File: config.mk
export PLATFORM = sky130hd
export DESIGN_NAME = fault_map_table_flat
export DESIGN_NICKNAME = d
export VERILOG_FILES = /design/src/rtl/fault_map_pkg.sv /design/src/rtl/fault_map_table_if.sv /design/src/rtl/fault_map_cam.sv /design/src/rtl/fault_map_table.sv /design/src/flat_wrapper.sv
export SDC_FILE = /design/constraint.sdc
export NUM_CORES = 2
export LEC_CHECK = 0
export CORE_AREA = 5 5 331 495
export DETAILED_ROUTE_END_ITERATION = 16
export DIE_AREA = 0 0 336 500
export HOLD_SLACK_MARGIN = 0.03
export PLACE_DENSITY = 0.78
export SLEW_MARGIN = 40
export SYNTH_ARGS = -nofsm -noshare
export SYNTH_HDL_FRONTEND = slang
export SYNTH_SLANG_ARGS = --single-unit
File: constraint.sdc
create_clock -name clk -period 18.23 [get_ports clk]
set_clock_uncertainty 0.05 [all_clocks]
set_input_delay 3.646 -clock clk [delete_from_list [all_inputs] [get_ports clk]]
set_output_delay 3.646 -clock clk [all_outputs]
set_load 0.005 [all_outputs]
File: src/rtl/fault_map_pkg.sv
// Shared types for the fault map table.
//   error_t     : sweep classification of one word
//   fmt_state_t : table FSM states
//   entry_t     : one stored fault (word address + type)
package fault_map_pkg;

  localparam int FM_ADDR_W = 20;

  typedef enum logic [1:0] {
    ERR_NONE    = 2'b00,
    ERR_HIGH    = 2'b01,
    ERR_BOTH    = 2'b10,
    ERR_ILLEGAL = 2'b11
  } error_t;

  typedef enum logic [1:0] {
    IDLE   = 2'b00,
    RECORD = 2'b01,
    READY  = 2'b10,
    DUMP   = 2'b11
  } fmt_state_t;

  typedef struct packed {
    logic [FM_ADDR_W-1:0] addr;
    error_t               etype;
  } entry_t;

endpackage

File: src/rtl/fault_map_table_if.sv
// Bus bundle for the fault map table: classification input stream, lookup
// request/response and the dump valid/ready stream.
//   slave  : the table side (fault_map_table)
//   master : the sweep / patch / dump consumer side
interface fault_map_table_if #(
  parameter int ADDR_W = 20
);
  // classification stream
  logic              in_valid;
  logic [ADDR_W-1:0] in_addr;
  logic [1:0]        in_error_type;
  logic              in_last;
  // lookup
  logic              lk_valid;
  logic [ADDR_W-1:0] lk_addr;
  logic              lk_resp_valid;
  logic              lk_hit;
  logic [1:0]        lk_error_type;
  // dump stream
  logic              dump_req;
  logic              dump_valid;
  logic              dump_ready;
  logic [ADDR_W-1:0] dump_addr;
  logic [1:0]        dump_type;
  logic              dump_last;
  logic              dump_done;

  modport slave (
    input  in_valid, in_addr, in_error_type, in_last,
    input  lk_valid, lk_addr, dump_req, dump_ready,
    output lk_resp_valid, lk_hit, lk_error_type,
    output dump_valid, dump_addr, dump_type, dump_last, dump_done
  );

  modport master (
    output in_valid, in_addr, in_error_type, in_last,
    output lk_valid, lk_addr, dump_req, dump_ready,
    input  lk_resp_valid, lk_hit, lk_error_type,
    input  dump_valid, dump_addr, dump_type, dump_last, dump_done
  );
endinterface

File: src/rtl/fault_map_cam.sv
// Entry storage for the fault map table with parallel address match.
//   clk, rst      : clock, synchronous active-high reset (clears valid bits)
//   clr           : empty the table (valid bits only)
//   lk_addr       : lookup match port  -> lk_hit, lk_type
//   dd_addr       : dedupe match port  -> dd_hit, dd_idx
//   wr_en/idx/entry : single write port, marks the slot valid
//   rd_idx        : indexed read for the dump stream -> rd_entry
module fault_map_cam
  import fault_map_pkg::*;
#(
  parameter int N_ENTRIES = 64,
  parameter int IDX_W     = $clog2(N_ENTRIES)
) (
  input  logic                 clk,
  input  logic                 rst,
  input  logic                 clr,
  input  logic [FM_ADDR_W-1:0] lk_addr,
  output logic                 lk_hit,
  output error_t               lk_type,
  input  logic [FM_ADDR_W-1:0] dd_addr,
  output logic                 dd_hit,
  output logic [IDX_W-1:0]     dd_idx,
  input  logic                 wr_en,
  input  logic [IDX_W-1:0]     wr_idx,
  input  entry_t               wr_entry,
  input  logic [IDX_W-1:0]     rd_idx,
  output entry_t               rd_entry
);

  entry_t               mem [N_ENTRIES];
  logic [N_ENTRIES-1:0] vld;

  always_ff @(posedge clk) begin
    if (rst || clr) begin
      vld <= '0;
    end else if (wr_en) begin
      vld[wr_idx] <= 1'b1;
    end
  end

  // storage itself needs no reset: nothing reads a slot whose valid bit is 0
  always_ff @(posedge clk) begin
    if (wr_en) mem[wr_idx] <= wr_entry;
  end

  // Dedupe keeps addresses unique, so at most one slot matches either port.
  always_comb begin
    lk_hit  = 1'b0;
    lk_type = ERR_NONE;
    dd_hit  = 1'b0;
    dd_idx  = '0;
    for (int i = 0; i < N_ENTRIES; i++) begin
      if (vld[i] && mem[i].addr == lk_addr) begin
        lk_hit  = 1'b1;
        lk_type = mem[i].etype;
      end
      if (vld[i] && mem[i].addr == dd_addr) begin
        dd_hit = 1'b1;
        dd_idx = IDX_W'(i);
      end
    end
  end

  assign rd_entry = mem[rd_idx];

endmodule

File: src/rtl/fault_map_table.sv
// Fault map table: records faulty words from the memory sweep, then serves
// 1-cycle lookups to the patch path and can dump its contents as a stream.
//   clk, rst          : clock, synchronous active-high reset
//   clear             : empty table and (re)enter RECORD
//   bus               : classification stream, lookup, dump stream
//   recording         : FSM in RECORD
//   table_ready       : FSM in READY or DUMP
//   n_entries         : number of valid entries
//   overflow          : sticky, a fault beat was dropped on a full table
//   illegal_seen      : sticky, a type-11 beat was received
//   count_high/both   : per-type fault beat counters
// Build option: define FAULT_MAP_COUNT_EN to build the per-type counters;
// otherwise count_high/count_both are tied to 0.
module fault_map_table
  import fault_map_pkg::*;
#(
  parameter int ADDR_W    = FM_ADDR_W,
  parameter int N_ENTRIES = 64,
  parameter int IDX_W     = $clog2(N_ENTRIES),
  parameter int CNT_W     = ADDR_W + 1
) (
  input  logic                 clk,
  input  logic                 rst,
  input  logic                 clear,
  fault_map_table_if.slave     bus,
  output logic                 recording,
  output logic                 table_ready,
  output logic [IDX_W:0]       n_entries,
  output logic                 overflow,
  output logic                 illegal_seen,
  output logic [CNT_W-1:0]     count_high,
  output logic [CNT_W-1:0]     count_both
);

  fmt_state_t       state, state_nxt;
  logic [IDX_W-1:0] dump_idx;
  logic             lk_vld_q, lk_hit_q, dump_done_q;
  error_t           lk_type_q;

  error_t           in_type;
  logic             beat_en, store, full, dump_hs, dump_fin;
  logic             cam_lk_hit, cam_dd_hit, wr_en;
  error_t           cam_lk_type;
  logic [IDX_W-1:0] cam_dd_idx, wr_idx;
  entry_t           rd_entry;

  assign in_type = error_t'(bus.in_error_type);
  assign beat_en = (state == RECORD) && bus.in_valid && !clear;
  assign store   = (in_type == ERR_HIGH) || (in_type == ERR_BOTH);
  assign full    = (n_entries == (IDX_W+1)'(N_ENTRIES));

  // duplicates overwrite in place; new addresses append at n_entries
  assign wr_en  = beat_en && store && (cam_dd_hit || !full);
  assign wr_idx = cam_dd_hit ? cam_dd_idx : n_entries[IDX_W-1:0];

  fault_map_cam #(.N_ENTRIES(N_ENTRIES), .IDX_W(IDX_W)) u_cam (
    .clk      (clk),
    .rst      (rst),
    .clr      (clear),
    .lk_addr  (bus.lk_addr),
    .lk_hit   (cam_lk_hit),
    .lk_type  (cam_lk_type),
    .dd_addr  (bus.in_addr),
    .dd_hit   (cam_dd_hit),
    .dd_idx   (cam_dd_idx),
    .wr_en    (wr_en),
    .wr_idx   (wr_idx),
    .wr_entry ('{addr: bus.in_addr, etype: in_type}),
    .rd_idx   (dump_idx),
    .rd_entry (rd_entry)
  );

  // dump stream: outputs are a pure function of dump_idx, so they hold
  // steady for as long as the consumer stalls
  assign bus.dump_valid = (state == DUMP) && (n_entries != '0);
  assign bus.dump_last  = bus.dump_valid &&
                          ({1'b0, dump_idx} == n_entries - (IDX_W+1)'(1));
  assign bus.dump_addr  = bus.dump_valid ? rd_entry.addr : '0;
  assign bus.dump_type  = bus.dump_valid ? rd_entry.etype : ERR_NONE;
  assign dump_hs        = bus.dump_valid && bus.dump_ready;
  assign dump_fin       = (state == DUMP) && ((n_entries == '0) || (dump_hs && bus.dump_last));

  always_ff @(posedge clk) begin
    if (rst) state <= IDLE;
    else     state <= state_nxt;
  end

  always_comb begin
    state_nxt = state;
    if (clear) begin
      state_nxt = RECORD;
    end else begin
      case (state)
        RECORD:  if (bus.in_valid && bus.in_last) state_nxt = READY;
        READY:   if (bus.dump_req) state_nxt = DUMP;
        DUMP:    if (dump_fin) state_nxt = READY;
        default: state_nxt = state;
      endcase
    end
  end

  always_ff @(posedge clk) begin
    if (rst) begin
      n_entries    <= '0;
      overflow     <= 1'b0;
      illegal_seen <= 1'b0;
      dump_idx     <= '0;
      dump_done_q  <= 1'b0;
      lk_vld_q     <= 1'b0;
      lk_hit_q     <= 1'b0;
      lk_type_q    <= ERR_NONE;
    end else begin
      // lookup sees the table as it was before any same-cycle write
      lk_vld_q  <= bus.lk_valid;
      lk_hit_q  <= bus.lk_valid && table_ready && cam_lk_hit;
      lk_type_q <= (bus.lk_valid && table_ready && cam_lk_hit) ? cam_lk_type : ERR_NONE;
      dump_done_q <= 1'b0;
      if (clear) begin
        n_entries    <= '0;
        overflow     <= 1'b0;
        illegal_seen <= 1'b0;
        dump_idx     <= '0;
      end else begin
        if (beat_en) begin
          if (in_type == ERR_ILLEGAL) illegal_seen <= 1'b1;
          if (store && !cam_dd_hit) begin
            if (full) overflow  <= 1'b1;
            else      n_entries <= n_entries + (IDX_W+1)'(1);
          end
        end
        if (state == READY && bus.dump_req) dump_idx <= '0;
        if (dump_hs && !bus.dump_last)      dump_idx <= dump_idx + IDX_W'(1);
        dump_done_q <= dump_fin;
      end
    end
  end

`ifdef FAULT_MAP_COUNT_EN
  // counts every typed fault beat, including duplicates and dropped beats
  always_ff @(posedge clk) begin
    if (rst || clear) begin
      count_high <= '0;
      count_both <= '0;
    end else if (beat_en) begin
      if (in_type == ERR_HIGH && count_high != '1) count_high <= count_high + CNT_W'(1);
      if (in_type == ERR_BOTH && count_both != '1) count_both <= count_both + CNT_W'(1);
    end
  end
`else
  assign count_high = '0;
  assign count_both = '0;
`endif

  assign bus.lk_resp_valid = lk_vld_q;
  assign bus.lk_hit        = lk_hit_q;
  assign bus.lk_error_type = lk_type_q;
  assign bus.dump_done     = dump_done_q;
  assign recording         = (state == RECORD);
  assign table_ready       = (state == READY) || (state == DUMP);

endmodule

File: src/flat_wrapper.sv
// flat-port wrapper written by rule: the top's interface ports become plain ports
module fault_map_table_flat import fault_map_pkg::*;
#(
  parameter int ADDR_W    = FM_ADDR_W,
  parameter int N_ENTRIES = 64,
  parameter int IDX_W     = $clog2(N_ENTRIES),
  parameter int CNT_W     = ADDR_W + 1
)
  (clk, rst, clear, recording, table_ready, n_entries, overflow, illegal_seen, count_high, count_both, bus_in_valid, bus_in_addr, bus_in_error_type, bus_in_last, bus_lk_valid, bus_lk_addr, bus_dump_req, bus_dump_ready, bus_lk_resp_valid, bus_lk_hit, bus_lk_error_type, bus_dump_valid, bus_dump_addr, bus_dump_type, bus_dump_last, bus_dump_done);
  fault_map_table_if #(.ADDR_W(ADDR_W)) bus_i ();
  input  logic clk;
  input  logic rst;
  input  logic clear;
  output logic recording;
  output logic table_ready;
  output logic [IDX_W:0] n_entries;
  output logic overflow;
  output logic illegal_seen;
  output logic [CNT_W-1:0] count_high;
  output logic [CNT_W-1:0] count_both;
  input wire logic [$bits(bus_i.in_valid)-1:0] bus_in_valid;
  input wire logic [$bits(bus_i.in_addr)-1:0] bus_in_addr;
  input wire logic [$bits(bus_i.in_error_type)-1:0] bus_in_error_type;
  input wire logic [$bits(bus_i.in_last)-1:0] bus_in_last;
  input wire logic [$bits(bus_i.lk_valid)-1:0] bus_lk_valid;
  input wire logic [$bits(bus_i.lk_addr)-1:0] bus_lk_addr;
  input wire logic [$bits(bus_i.dump_req)-1:0] bus_dump_req;
  input wire logic [$bits(bus_i.dump_ready)-1:0] bus_dump_ready;
  output wire logic [$bits(bus_i.lk_resp_valid)-1:0] bus_lk_resp_valid;
  output wire logic [$bits(bus_i.lk_hit)-1:0] bus_lk_hit;
  output wire logic [$bits(bus_i.lk_error_type)-1:0] bus_lk_error_type;
  output wire logic [$bits(bus_i.dump_valid)-1:0] bus_dump_valid;
  output wire logic [$bits(bus_i.dump_addr)-1:0] bus_dump_addr;
  output wire logic [$bits(bus_i.dump_type)-1:0] bus_dump_type;
  output wire logic [$bits(bus_i.dump_last)-1:0] bus_dump_last;
  output wire logic [$bits(bus_i.dump_done)-1:0] bus_dump_done;
  assign bus_i.in_valid = bus_in_valid;
  assign bus_i.in_addr = bus_in_addr;
  assign bus_i.in_error_type = bus_in_error_type;
  assign bus_i.in_last = bus_in_last;
  assign bus_i.lk_valid = bus_lk_valid;
  assign bus_i.lk_addr = bus_lk_addr;
  assign bus_i.dump_req = bus_dump_req;
  assign bus_i.dump_ready = bus_dump_ready;
  assign bus_lk_resp_valid = bus_i.lk_resp_valid;
  assign bus_lk_hit = bus_i.lk_hit;
  assign bus_lk_error_type = bus_i.lk_error_type;
  assign bus_dump_valid = bus_i.dump_valid;
  assign bus_dump_addr = bus_i.dump_addr;
  assign bus_dump_type = bus_i.dump_type;
  assign bus_dump_last = bus_i.dump_last;
  assign bus_dump_done = bus_i.dump_done;
  fault_map_table #(.ADDR_W(ADDR_W), .N_ENTRIES(N_ENTRIES), .IDX_W(IDX_W), .CNT_W(CNT_W)) u_core (.clk(clk), .rst(rst), .clear(clear), .bus(bus_i), .recording(recording), .table_ready(table_ready), .n_entries(n_entries), .overflow(overflow), .illegal_seen(illegal_seen), .count_high(count_high), .count_both(count_both));
endmodule
==> summary.txt <==
Yosys
  • Share of the synthesized area in the top cell type: 44.6%
  • Mean Syn Cell Area: 12.9 um2
  • Dominant synthesized flop cell: edfxtp_1
  • Netlist cell types: 100
  • Cells after synthesis: 7,336
  • Register area share after synthesis: 46.6%
  • Seq cells post-synth: 1,500
  • Yosys warning total: 0
  • Synth area leaders: edfxtp_1, xnor2_1, mux4_2, xor2_1, nand4_1
  • Synth async-reset ratio: 0%
  • Number of synthesized flops with an enable pin: 1,408
  • Netlist Area Pre-Place: 94,800 um2
  • Leading area contributor after synthesis: edfxtp_1

Setup path
  • Crit-path cells: buf_6 -> buf_4 -> buf_4 -> buf_4 -> xnor2_1 -> nand4_1 -> nor4_1 -> and4_1 -> a21oi_1 -> a211oi_1 -> o31ai_1 -> nand2_1 -> o22ai_1 -> o21a_1 -> nor2_4 -> buf_4 -> nor3b_4 -> buf_8
  • CP peak stage delay: 0.84 ns
  • Crit Path Category: input pin to flop
  • Slowest-stage cell, CP: a211oi_1
  • CP dominant cell by count: buf_4
  • Crit. End Element: flop
  • CP Max Fanout: 53
  • CP required: 18.73 ns
  • Top delay family on crit path: buffers and inverters
  • Critical path buffer and inverter count: 6
  • Crit path DAT: 10.20 ns
  • CP startpoint kind: input pin

Drt
  • Final wirelength: 434 mm
  • Routed via count: 74,900
  • Starting DRC count in detailed routing: 12,700
  • Vias per inst: 7.78
  • Drt first pass iters: 8
  • Routed len/inst: 45.2 um
  • Post-route DRC: 0
  • DRT antenna net count: 0

Global routing
  • First-pass GRT wire length: 586 mm
  • Largest net degree at the start of global routing: 137
  • All-Layer GR Usage: 50.7%
  • Antenna violations before repair: 69
  • GRT overflow: 0
  • Vias in the first global route: 71,300

Pwr
  • Maximum vdd drop: 97.3 uV
  • Sequential power share: 48.2%
  • Clock share of power: 42.3%
  • Net Sw Frac: 25.6%
  • Power Total: 0.00781 W
  • Logic pwr share: 9.6%
  • Net switching power: 0.00200 W
  • Pwr per Cell Area: 76.1 nW/um2
  • Cell internal pwr: 0.00581 W
  • P_leak: 30.7 nW

Clock tree
  • Clock Latency Late Sink: 0.86 ns
  • H-tree levels: 4
  • Total CTS buffers: 149
  • Root Buffer: clkbuf_16
  • Clock transition at the registers of the reported paths: 0.06 ns
  • Post-CTS Hold Buffers: 0
  • Worst-case clock buffer depth: 3
  • # clock sinks: 1,500
  • Resized Gates After CTS: 0
  • Setup bufs post-CTS: 0
  • CTS tree: done

STA
  • Final hold vios: 0
  • Worst-margin pin slew: 1.03 ns
  • Max-slew violation count: 0
  • RSZ-0062 raised after global routing: no
  • Slew HR: 31.2%
  • Part of the cycle the worst path needs: 53.2%
  • TNS Setup: 0 ns
  • # setup viols final: 0
  • Fmax: 0.103 GHz
  • Min Tclk post-route: 9.70 ns

Floorplanning
  • Die area: 168,000 um2
  • CORE AREA: 159,000 um2
  • Num ports: 132
  • Initial Util: 59.8%
  • Num rows: 179
  • Chip height: 500 um
  • Die span in x: 336 um

Run status
  • Outcome: finished clean

Placement
  • Port Buffers: 89
  • Post-detail-place hpwl: 305 mm
  • RePlAce Congestion: 1.15

Final layout
  • Area growth from synthesis to layout: 8.36%
  • Final-layout fill cell count: 11,900
  • Share of layout cells above drive strength 1: 15.4%
  • Final core utilization: 64.8%
  • Post-layout nets: 7,424

Flow run
  • Max Cap Viol: 0

Hold path
  • Worst min-delay path category: flop to flop
## metrics by stage
step,hold WS (ns),instance area (um2),cells,setup slack (ns)
CTS,0.429,102000,9575,8.68
global placement,0.397,97200,9282,7.81
detailed placement,0.418,97400,9296,7.90
finish,0.428,103000,9620,8.53
global route,0.464,103000,9585,8.43
floorplan,0.405,94900,7377,9.29
## flip-flops by register name (all words and copies together) (netlist names), named ones only
register / flops
u_core.overflow: 1
u_core.n_entries: 7
u_core.bus.dump_done: 1
u_core.illegal_seen: 1
u_core.bus.lk_error_type: 2
u_core.bus.lk_hit: 1
u_core.u_cam.vld: 64
u_core.dump_idx: 6
u_core.state: 2
u_core.bus.lk_resp_valid: 1
u_core.u_cam.mem: 1408
## placed cells by master (no fill, tap or decap), types with 13 or more instances in the layout
master and n:
nor3b_1 53, nand2_1 139, nand4_1 646, buf_6 32, xnor2_1 1877, a21oi_1 61
nor4_1 336, o211ai_1 13, nor3_1 44, nor2b_1 40, mux4_2 462, or2_2 55
nand4b_1 55, xor2_1 686, dfxtp_1 87, nor2_1 120, inv_1 64, diode_2 41
clkbuf_1 29, or4_1 18, o21a_1 64, clkdlybuf4s50_1 47, clkinvlp_4 17, and4_1 18
nor4b_1 14, and3_1 19, edfxtp_1 1408, nand3_1 220, o21ai_0 58, nor3b_4 24
buf_4 199, clkinv_2 23, bufinv_16 16, mux2i_1 15, clkbuf_16 155, nand2b_1 24
conb_1 42, mux2_2 19
## cell usage after synthesis (all sizes together) (13+ instances only)
cell type,n
nand4,649
and3,23
o21ai,63
edfxtp,1408
and4,21
or2,57
nor3b,86
nand2b,24
or4,19
buf,371
nand2,141
nor3,58
nor2b,41
o211ai,13
xnor2,1880
mux2i,15
and3b,13
dfxtp,92
clkbuf,82
a31oi,13
nor4b,14
o21a,64
inv,65
nor2,125
mux4,462
nand3,220
nor4,348
mux2,19
xor2,689
a21oi,62
nand4b,55
## worst register-to-register path, cell delays in order (launching register included)
cell and delay (ns):
edfxtp_1 0.51, xnor2_1 0.42, nand4_1 0.17, nor4_1 0.32, nand4_1 0.51, nand4_2 0.53
a211oi_1 0.19, o31ai_1 0.39, a31oi_2 0.17, a211oi_4 0.68, and2_1 0.26, nand2_1 0.26
nor3b_4 0.61, buf_4 0.33
## power by group through the flow
stage               Clock (W)  Sequential, W  Combinational, W
finish                0.00330        0.00376          0.000746
detailed placement          0        0.00384          0.000709
CTS                   0.00328        0.00376          0.000712
global route          0.00342        0.00376          0.000754
global placement            0        0.00384          0.000705
floorplan                   0        0.00384          0.000452
## layout make-up
type                    instances  area (um2)  area share (%)
diodes                         41         103          0.0999
clock buffers                 191        4080            3.98
clock inverters                88         985           0.959
inverters                      65         244           0.238
multi-input cells            5359       47900            46.6
flip-flops and latches       1500       44100            43.0
well taps                    2081        2600            2.54
repair buffers                295        2640            2.57
## routing by layer
layer / up-vias / track usage [%] / routed length (um)
met5: - / 0.345 / 302
met4: 40 / 47.2 / 55500
met3: 2596 / 16.9 / 59000
met2: 7665 / 75.2 / 186000
met1: 36700 / 57.7 / 134000
li1: 27800 / - / -
## final timing paths
check	start	depth (start not counted)	to	slack [ns]
max reg2reg	u_core.u_cam.mem[21][11]	13	u_core.u_cam.mem[29][3]	12.53
min reg2reg	u_core.illegal_seen	2	u_core.illegal_seen	0.43
max	bus_in_addr[12]	18	u_core.u_cam.mem[9][7]	8.53
min	u_core.illegal_seen	2	u_core.illegal_seen	0.43
## logic make-up after synthesis
group,Yosys count,synth area share [%]
other,1,0.00396
XOR/XNOR,2569,23.8
multiplexers,496,11.4
adder cells (fa/ha/maj),5,0.0634
AO/OA/AOI/OAI,303,2.18
buffers and inverters,518,3.42
AND/OR/NAND/NOR,1944,12.6
flip-flops,1500,46.6
(Power assumes the default switching activity.)
